### src/rtl/text_buffer_writer_if.sv
// Byte-source and char-RAM write bus for the text buffer writer.
// The master modport is the byte source / RAM side; the slave modport is the writer.
interface text_buffer_writer_if;
   logic [7:0] char_in;
   logic       char_valid;
   logic       char_ready;
   logic       clear;
   logic       wr_en;
   logic [7:0] wr_x;
   logic [7:0] wr_y;
   logic [7:0] wr_data;
   logic [7:0] cursor_x;
   logic [7:0] cursor_y;
   logic       busy;

   modport master (
      output char_in, char_valid, clear,
      input  char_ready, wr_en, wr_x, wr_y, wr_data, cursor_x, cursor_y, busy
   );

   modport slave (
      input  char_in, char_valid, clear,
      output char_ready, wr_en, wr_x, wr_y, wr_data, cursor_x, cursor_y, busy
   );
endinterface

### src/rtl/text_buffer_writer.sv
// Cursor-based writer into the character RAM: clears on reset/clear, then places bytes.
// Define TEXT_WRITER_LINE_CLEAR_EN to blank each new row on every row advance.
module text_buffer_writer #(
   parameter int         COLS  = 16,
   parameter int         ROWS  = 8,
   parameter logic [7:0] BLANK = 8'h20
) (
   input logic                 clk,
   input logic                 rst,
   text_buffer_writer_if.slave bus
);
   localparam logic [7:0] LAST_X = 8'(COLS - 1);
   localparam logic [7:0] LAST_Y = 8'(ROWS - 1);

   typedef enum logic [1:0] {
      S_CLEAR,
      S_IDLE
`ifdef TEXT_WRITER_LINE_CLEAR_EN
      , S_LCLEAR
`endif
   } state_t;

   state_t     state_q, state_d;
   logic [7:0] clr_x_q, clr_x_d, clr_y_q, clr_y_d;
   logic [7:0] cur_x_q, cur_x_d, cur_y_q, cur_y_d;
   logic [7:0] wr_x_q, wr_x_d, wr_y_q, wr_y_d, wr_data_q, wr_data_d;
   logic       wr_en_q, wr_en_d, ready_q, ready_d, busy_q, busy_d;

   logic       char_ready_c, accept, printable;
   logic       dec_write;
   logic [7:0] dec_data, dec_x, dec_nx, dec_ny, wrap_y;

   // A clear request masks ready in the same cycle so the source holds its byte.
   assign char_ready_c = ready_q & ~bus.clear;
   assign accept       = bus.char_valid & char_ready_c;
   assign printable    = (bus.char_in >= 8'h20) && (bus.char_in <= 8'h7E);
   assign wrap_y       = (cur_y_q == LAST_Y) ? 8'd0 : cur_y_q + 8'd1;

`ifdef TEXT_WRITER_LINE_CLEAR_EN
   logic row_adv;
   assign row_adv = (printable && (cur_x_q == LAST_X)) || (bus.char_in == 8'h0A);
`endif

   always_comb begin
      dec_write = 1'b0;
      dec_data  = bus.char_in;
      dec_x     = cur_x_q;
      dec_nx    = cur_x_q;
      dec_ny    = cur_y_q;
      if (printable) begin
         dec_write = 1'b1;
         if (cur_x_q == LAST_X) begin
            dec_nx = 8'd0;
            dec_ny = wrap_y;
         end else begin
            dec_nx = cur_x_q + 8'd1;
         end
      end else if (bus.char_in == 8'h0A) begin
         dec_nx = 8'd0;
         dec_ny = wrap_y;
      end else if (bus.char_in == 8'h0D) begin
         dec_nx = 8'd0;
      end else if ((bus.char_in == 8'h08) && (cur_x_q != 8'd0)) begin
         dec_write = 1'b1;
         dec_data  = BLANK;
         dec_x     = cur_x_q - 8'd1;
         dec_nx    = cur_x_q - 8'd1;
      end
   end

   always_ff @(posedge clk or posedge rst) begin
      if (rst) begin
         state_q <= S_CLEAR;
      end else begin
         state_q <= state_d;
      end
   end

   always_comb begin
      state_d = state_q;
      case (state_q)
         S_CLEAR: begin
            if (!bus.clear && (clr_x_q == LAST_X) && (clr_y_q == LAST_Y)) begin
               state_d = S_IDLE;
            end
         end
         S_IDLE: begin
            if (bus.clear) begin
               state_d = S_CLEAR;
`ifdef TEXT_WRITER_LINE_CLEAR_EN
            end else if (accept && row_adv) begin
               state_d = S_LCLEAR;
`endif
            end
         end
`ifdef TEXT_WRITER_LINE_CLEAR_EN
         S_LCLEAR: begin
            if (bus.clear) begin
               state_d = S_CLEAR;
            end else if (clr_x_q == LAST_X) begin
               state_d = S_IDLE;
            end
         end
`endif
         default: state_d = S_CLEAR;
      endcase
   end

   // Computes the next value of every registered output; ready rises one cycle after a sweep ends.
   always_comb begin
      clr_x_d   = clr_x_q;
      clr_y_d   = clr_y_q;
      cur_x_d   = cur_x_q;
      cur_y_d   = cur_y_q;
      wr_en_d   = 1'b0;
      wr_x_d    = wr_x_q;
      wr_y_d    = wr_y_q;
      wr_data_d = wr_data_q;
      ready_d   = 1'b0;
      busy_d    = 1'b1;
      case (state_q)
         S_CLEAR: begin
            cur_x_d = 8'd0;
            cur_y_d = 8'd0;
            if (bus.clear) begin
               clr_x_d = 8'd0;
               clr_y_d = 8'd0;
            end else begin
               wr_en_d   = 1'b1;
               wr_x_d    = clr_x_q;
               wr_y_d    = clr_y_q;
               wr_data_d = BLANK;
               if (clr_x_q == LAST_X) begin
                  clr_x_d = 8'd0;
                  clr_y_d = (clr_y_q == LAST_Y) ? 8'd0 : clr_y_q + 8'd1;
               end else begin
                  clr_x_d = clr_x_q + 8'd1;
               end
            end
         end
         S_IDLE: begin
            if (bus.clear) begin
               clr_x_d = 8'd0;
               clr_y_d = 8'd0;
            end else begin
               ready_d = 1'b1;
               busy_d  = 1'b0;
               if (accept) begin
                  wr_en_d = dec_write;
                  if (dec_write) begin
                     wr_x_d    = dec_x;
                     wr_y_d    = cur_y_q;
                     wr_data_d = dec_data;
                  end
                  cur_x_d = dec_nx;
                  cur_y_d = dec_ny;
`ifdef TEXT_WRITER_LINE_CLEAR_EN
                  if (row_adv) begin
                     ready_d = 1'b0;
                     busy_d  = 1'b1;
                     clr_x_d = 8'd0;
                     clr_y_d = dec_ny;
                  end
`endif
               end
            end
         end
`ifdef TEXT_WRITER_LINE_CLEAR_EN
         S_LCLEAR: begin
            if (bus.clear) begin
               clr_x_d = 8'd0;
               clr_y_d = 8'd0;
            end else begin
               wr_en_d   = 1'b1;
               wr_x_d    = clr_x_q;
               wr_y_d    = clr_y_q;
               wr_data_d = BLANK;
               clr_x_d   = (clr_x_q == LAST_X) ? 8'd0 : clr_x_q + 8'd1;
            end
         end
`endif
         default: ;
      endcase
   end

   always_ff @(posedge clk or posedge rst) begin
      if (rst) begin
         clr_x_q   <= 8'd0;
         clr_y_q   <= 8'd0;
         cur_x_q   <= 8'd0;
         cur_y_q   <= 8'd0;
         wr_en_q   <= 1'b0;
         wr_x_q    <= 8'd0;
         wr_y_q    <= 8'd0;
         wr_data_q <= 8'd0;
         ready_q   <= 1'b0;
         busy_q    <= 1'b1;
      end else begin
         clr_x_q   <= clr_x_d;
         clr_y_q   <= clr_y_d;
         cur_x_q   <= cur_x_d;
         cur_y_q   <= cur_y_d;
         wr_en_q   <= wr_en_d;
         wr_x_q    <= wr_x_d;
         wr_y_q    <= wr_y_d;
         wr_data_q <= wr_data_d;
         ready_q   <= ready_d;
         busy_q    <= busy_d;
      end
   end

   assign bus.char_ready = char_ready_c;
   assign bus.wr_en      = wr_en_q;
   assign bus.wr_x       = wr_x_q;
   assign bus.wr_y       = wr_y_q;
   assign bus.wr_data    = wr_data_q;
   assign bus.cursor_x   = cur_x_q;
   assign bus.cursor_y   = cur_y_q;
   assign bus.busy       = busy_q;
endmodule
### src/flat_wrapper.sv
// flat-port wrapper written by rule: the top's interface ports become plain ports
module text_buffer_writer_flat 
#(
   parameter int         COLS  = 16,
   parameter int         ROWS  = 8,
   parameter logic [7:0] BLANK = 8'h20
)
  (clk, rst, bus_char_in, bus_char_valid, bus_clear, bus_char_ready, bus_wr_en, bus_wr_x, bus_wr_y, bus_wr_data, bus_cursor_x, bus_cursor_y, bus_busy);
  text_buffer_writer_if bus_i ();
  input logic clk;
  input logic rst;
  input wire logic [$bits(bus_i.char_in)-1:0] bus_char_in;
  input wire logic [$bits(bus_i.char_valid)-1:0] bus_char_valid;
  input wire logic [$bits(bus_i.clear)-1:0] bus_clear;
  output wire logic [$bits(bus_i.char_ready)-1:0] bus_char_ready;
  output wire logic [$bits(bus_i.wr_en)-1:0] bus_wr_en;
  output wire logic [$bits(bus_i.wr_x)-1:0] bus_wr_x;
  output wire logic [$bits(bus_i.wr_y)-1:0] bus_wr_y;
  output wire logic [$bits(bus_i.wr_data)-1:0] bus_wr_data;
  output wire logic [$bits(bus_i.cursor_x)-1:0] bus_cursor_x;
  output wire logic [$bits(bus_i.cursor_y)-1:0] bus_cursor_y;
  output wire logic [$bits(bus_i.busy)-1:0] bus_busy;
  assign bus_i.char_in = bus_char_in;
  assign bus_i.char_valid = bus_char_valid;
  assign bus_i.clear = bus_clear;
  assign bus_char_ready = bus_i.char_ready;
  assign bus_wr_en = bus_i.wr_en;
  assign bus_wr_x = bus_i.wr_x;
  assign bus_wr_y = bus_i.wr_y;
  assign bus_wr_data = bus_i.wr_data;
  assign bus_cursor_x = bus_i.cursor_x;
  assign bus_cursor_y = bus_i.cursor_y;
  assign bus_busy = bus_i.busy;
  text_buffer_writer #(.COLS(COLS), .ROWS(ROWS), .BLANK(BLANK)) u_core (.clk(clk), .rst(rst), .bus(bus_i));
endmodule
### config.mk
export PLATFORM = sky130hd
export DESIGN_NAME = text_buffer_writer_flat
export DESIGN_NICKNAME = d
export VERILOG_FILES = /design/src/rtl/text_buffer_writer_if.sv /design/src/rtl/text_buffer_writer.sv /design/src/flat_wrapper.sv
export SDC_FILE = /design/constraint.sdc
export NUM_CORES = 1
export LEC_CHECK = 0
export CORE_MARGIN = 8
export CORE_UTILIZATION = 45
export CTS_CLUSTER_DIAMETER = 30
export CTS_CLUSTER_SIZE = 40
export DETAILED_ROUTE_END_ITERATION = 6
export PLACE_DENSITY = 0.79
export SETUP_SLACK_MARGIN = 0.1
export SLEW_MARGIN = 0
export SYNTH_ARGS = -nofsm -noshare
export SYNTH_HDL_FRONTEND = slang
export SYNTH_SLANG_ARGS = --single-unit
### constraint.sdc
create_clock -name clk -period 1.9 [get_ports clk]
set_input_delay 0.285 -clock clk [delete_from_list [all_inputs] [get_ports clk]]
set_output_delay 0.285 -clock clk [all_outputs]
set_load 0.02 [all_outputs]
# Word level (Yosys, flattened, before mapping)
# Index checks and enable logic that the tools add are counted.
# classes
n_reduce_logical	14
n_shift	0
addsub	5
n_lt_le_gt_ge	2
n_eq_ne	17
n_bitwise	3
mux	59
div	0
mul	0
# op_table
operator	n
2-to-1 mux 8 bit	38
case mux 8 bit (2 select lines)	7
== test 8 x 4 -> 1 bit, second input constant	5
adder 8 x 1 -> 8 bit, second input constant	4
== test 8 x 3 -> 1 bit, second input constant	2
2-to-1 mux 1 bit	10
AND reduction 5 bit	2
>= comparator 8 x 6 -> 1 bit, second input constant	1
<= comparator 8 x 7 -> 1 bit, second input constant	1
nonzero test 8 bit	1
subtractor 8 x 1 -> 8 bit, second input constant	1
inequality test 2 x 1 -> 1 bit, second input constant	3
inequality test 2 bit, second input constant	3
AND reduction 3 bit	2
logical AND 1 bit	4
2-to-1 mux 2 bit	2
case mux 2 bit (2 select lines)	1
AND reduction 2 bit	2
inequality test 3 x 1 -> 1 bit, second input constant	1
inequality test 3 x 2 -> 1 bit, second input constant	1
inequality test 3 bit, second input constant	1
bitwise AND 1 bit	2
== test 2 x 1 -> 1 bit, second input constant	1
zero test 2 bit	1
other kinds (4)	4
# word_totals
output_inout_bits	43
input_bits	12
elab_cells	111
mem_count	0
ram_bits	0
latch_bits	0
mem_bits_ro	0
reg_bits	61

# Logic depth before layout (Yosys ltp)
# depth
depth_word	10
mapped_depth	8

# Worst setup path before layout
# No wires, ideal clock.
# synth_path
path_kind	register to register
start	register u_core.cur_x_q[5] (netlist: u_core.bus.cursor_x[5])
end	register u_core.cur_y_q[6] (netlist: u_core.bus.cursor_y[6])
path_stages_with_launch	7
arrival_time_ns	1.993
n_path_buf	1
period_less_slack_ns	2.117
slack_ns	-0.217
setup_ns	0.124
cell_sequence	dfrtp_1 > buf_6 > or4_4 > or2_4 > o31ai_4 > nand4_1 > mux2i_1
# synth_via
elab_chain_len	3
# synth_lines
item	line_no	source
start, declared	text_buffer_writer.sv:25	logic [7:0] cur_x_q, cur_x_d, cur_y_q, cur_y_d;
start signal, assigned	text_buffer_writer.sv:201	cur_x_q <= cur_x_d;
== test 8 x 4 -> 1 bit	text_buffer_writer.sv:52	if (cur_x_q == LAST_X) begin
inequality test 3 bit (no line)	-	
AND reduction 5 bit (no line)	-	
end signal, assigned	text_buffer_writer.sv:202	cur_y_q <= cur_y_d;
end, declared	text_buffer_writer.sv:25	
# No other way between the ends.
# A chain may end at the register's enable or synchronous reset.

# Worst setup path after layout
# layout_path
start	register u_core.cur_x_q[4] (netlist: u_core.bus.cursor_x[4])
end	register u_core.cur_y_q[4] (netlist: u_core.bus.cursor_y[4])
# The elaborated chain is that of the path after synthesis.

==> results_dict.tcl <==
set metrics [dict create \
    path_buf_inv 1 \
    ys_ff_latch 60 \
    hold_class "in2async" \
    reg2reg_slack_ns -0.11 \
    grt_pass1_wl_um 18100 \
    crit_start "u_core.bus.cursor_x[4]" \
    cts-root-buf "clkbuf_8" \
    yosys.area_share.simple_pct 22.7 \
    first_pass_iters 5 \
    met3_usage_pct 5.47 \
    syn_inst 355 \
    yosysSeqAreaShare_pct 44.0 \
    synthAdderAreaFrac_pct 2.20 \
    cts_sinks 60 \
    muxShareOfSynthArea_pct 4.76 \
    dp.cells 570 \
    die_x_um 103 \
    yosysTopAreaCellShare_pct 43.2 \
    die_area_um2 10600 \
    powerDensity_nw_per_um2 535 \
    fin_ws_ns -0.111 \
    die_h_um 103 \
    yosysMostFrequentCell "dfrtp_1" \
    tightest_slew_ns 0.478 \
    vias_per_cell 6.02 \
    antenna_left 0 \
    endpoint_kind "flop" \
    drc 0 \
    setup_viol 23 \
    grt_use_total_pct 22.2 \
    nets 521 \
    worstRegToRegCells 6 \
    initial_core_util_pct 46.8 \
    grt_start_max_net_pins 27 \
    wl_um 11800 \
    synth_compound_area_share_pct 19.9 \
    hpwl_um 7640 \
    cp_max_fo 9 \
    synth_top_family_by_area "simple AND/OR/NAND/NOR gates" \
    worstReg2RegEnd "u_core.bus.cursor_y[4]" \
    drv_slew 0 \
    path_class "reg2reg" \
    rr_startpoint "u_core.bus.cursor_x[4]" \
    fin_skew_ns 0.0160 \
    critPathArrivalTime_ns 2.29 \
    grt_pass1_vias 3600 \
    critical-path-slowest-cell "or4_4" \
    dp_slack_ns -0.492 \
    synth-async-reset-ratio_pct 100 \
    met2_usage_pct 36.3 \
    outcome "complete, but fails checks" \
    wl_per_cell_um 19.4 \
    fmax_ghz 0.497 \
    finalCritPeriodShare_pct 106 \
    synth_common_cells "dfrtp_1 (59), nand2_1 (27), o21ai_0 (24)" \
    placementRows 31 \
    grt_busiest_layer "met2" \
    stdcell_count 607 \
    cp_slowest_stage_delay_ns 0.55 \
    post_route_cells_drive_above_1_share_pct 38.8 \
    path_cells "or4_4 -> or2_4 -> o31ai_4 -> buf_6 -> nand4_1 -> mux2i_1" \
    fin_crit_ns 2.01 \
    clkTransAtPathRegs_ns 0.08 \
    max-clock-path-buffers 2 \
    port_buffers 54 \
    netlist_area_um2 3410 \
    cts_tree "built" \
    critPathTopFamily "simple AND/OR/NAND/NOR gates" \
    critPathRequiredTime_ns 2.18 \
    syn_area_per_cell_um2 9.62 \
    antenna_found_initial 0 \
    synthTopCellsByArea "dfrtp_1 (43%), o21ai_0 (3.5%), mux2_2 (3.3%), nand2_1 (3.0%), ha_1 (2.2%)" \
    synth_xor_xnor_area_share_pct 2.82 \
    grt_use_met1_pct 26.8 \
    final_hold_viol_count 0 \
    core-area_um2 7290 \
    ctsHoldBuffers 0 \
    ys_types 65 \
    area_growth_pct 57.2 \
    grt_overflow 0 \
    drv_cap 0 \
    worstSkewPairLatency_ns 0.36 \
    drt_iter0_drc 237 \
    yosysTopAreaCell "dfrtp_1" \
    p_leak_nw 2.39 \
    synth_nets 373 \
    place.gp.congestion 0.979 \
    violations "negative setup slack" \
    fin_total_pwr_w 0.00287 \
    synth_warnings 0 \
    crit_path_start_kind "flop" \
    cts_made_buffers 9 \
    pin_count 55 \
    htree_levels 3 \
    route.vias.total 3654 \
    synth_edf_count 0 \
    grt_setup_unrepaired "true" \
    diodes 0 \
    vdd_drop_max_v 0.000332 \
    ys.flop_type "dfrtp_1" \
    relSlewSlack_pct 68.1 \
]
[stage by stage]
step	setup TNS (ns)	util [%]	area, um^2	hold WS [ns]
finish	-1.45	73.6	5370	0.269
detailed placement	-13.68	63.9	4660	0.490
global placement	-12.49	63.9	4660	0.472
global route	-2.79	73.6	5370	0.298
CTS	-0.622	70.0	5100	0.274
floorplan	-2.36	-	3450	0.418
[worst register-to-register path, cell delays in order (launching register included)]
cell and delay (ns):
dfrtp_1 0.42, or4_4 0.55, or2_4 0.29, o31ai_4 0.19
buf_6 0.16, nand4_1 0.12, mux2i_1 0.19
[report_power, final]
group | switching [W] | internal, W | leakage [nW]
clock | 0.000587 | 0.000609 | 0.0918
sequential | 0.0000305 | 0.00131 | 0.801
combinational | 0.000171 | 0.000169 | 1.50
total | 0.000788 | 0.00208 | 2.39
[worst max path at each step]
stage                                   endpoint  slack [ns]  cells after the start
final                     u_core.bus.cursor_y[4]       -0.11                      6
after global routing      u_core.bus.cursor_y[4]       -0.15                      6
after CTS                 u_core.bus.cursor_y[5]       -0.07                      6
after detailed placement      u_core.bus.wr_x[2]       -0.49                      7
after global placement        u_core.bus.wr_x[2]       -0.47                      7
after floorplan           u_core.bus.cursor_y[6]       -0.19                      6
[placed cells by master, fill, tap and decap left out, drive strengths merged, types with 4 or more instances in the layout]
| master | count |
|---|---|
| dlygate4sd2 | 11 |
| mux2 | 10 |
| clkbuf | 10 |
| a31oi | 9 |
| o21ai | 26 |
| a21oi | 8 |
| nor4 | 5 |
| nor2 | 20 |
| nand2 | 27 |
| and2 | 4 |
| nor3 | 7 |
| xnor2 | 7 |
| or4 | 6 |
| nor2b | 6 |
| ha | 6 |
| clkdlybuf4s50 | 37 |
| xor2 | 4 |
| nand4 | 8 |
| nand3b | 6 |
| nand2b | 12 |
| nand3 | 14 |
| mux2i | 5 |
| and3 | 9 |
| buf | 98 |
| o221ai | 5 |
| a22o | 5 |
| o31ai | 7 |
| inv | 15 |
| dlymetal6s2s | 6 |
| o211ai | 6 |
| dfrtp | 59 |
[cell type report]
class,instances,area (um^2)
multi-input cells,265,2100
fillers,485,1930
flip-flops and latches,60,1510
repair buffers,153,1380
clock buffers,9,124
well taps,99,124
clock inverters,7,75.1
inverters,14,52.6
[per-layer routing]
| layer | part of all wire, % | vias up | wire length, um |
|---|---|---|---|
| li1 | - | 1634 | - |
| met5 | 0 | - | 0 |
| met3 | 7.6 | 34 | 899 |
| met4 | 3.2 | 0 | 380 |
| met1 | 39 | 1805 | 4660 |
| met2 | 50 | 181 | 5870 |
[logic make-up (layout without fill, tap and decap cells)]
| family | count (synthesis) | count (layout) |
|---|---|---|
| fa+ha+maj | 6 | 6 |
| compound gates | 95 | 95 |
| buf+inv | 30 | 183 |
| mux | 15 | 15 |
| simple gates | 138 | 138 |
| flops | 60 | 60 |
| xor+xnor | 11 | 11 |
[registers in the layout, indices dropped and copies added, names as in the netlist]
register / count
u_core.bus.cursor_x: 8
u_core.bus.cursor_y: 8
u_core.bus.wr_data: 8
u_core.bus.wr_x: 8
u_core.bus.wr_y: 8
u_core.clr_x_q: 8
u_core.clr_y_q: 8
u_core.bus.busy: 1
u_core.bus.wr_en: 1
u_core.ready_q: 1
u_core.state_q: 1
[what timing repair did]
item,CTS,global route
setup buffers,10,11
cloned,2,0
gates resized for setup,56,45
pin swaps,15,30
endpoints found under the setup margin,47,48
Note: power is estimated with default switching activity, not from simulation.
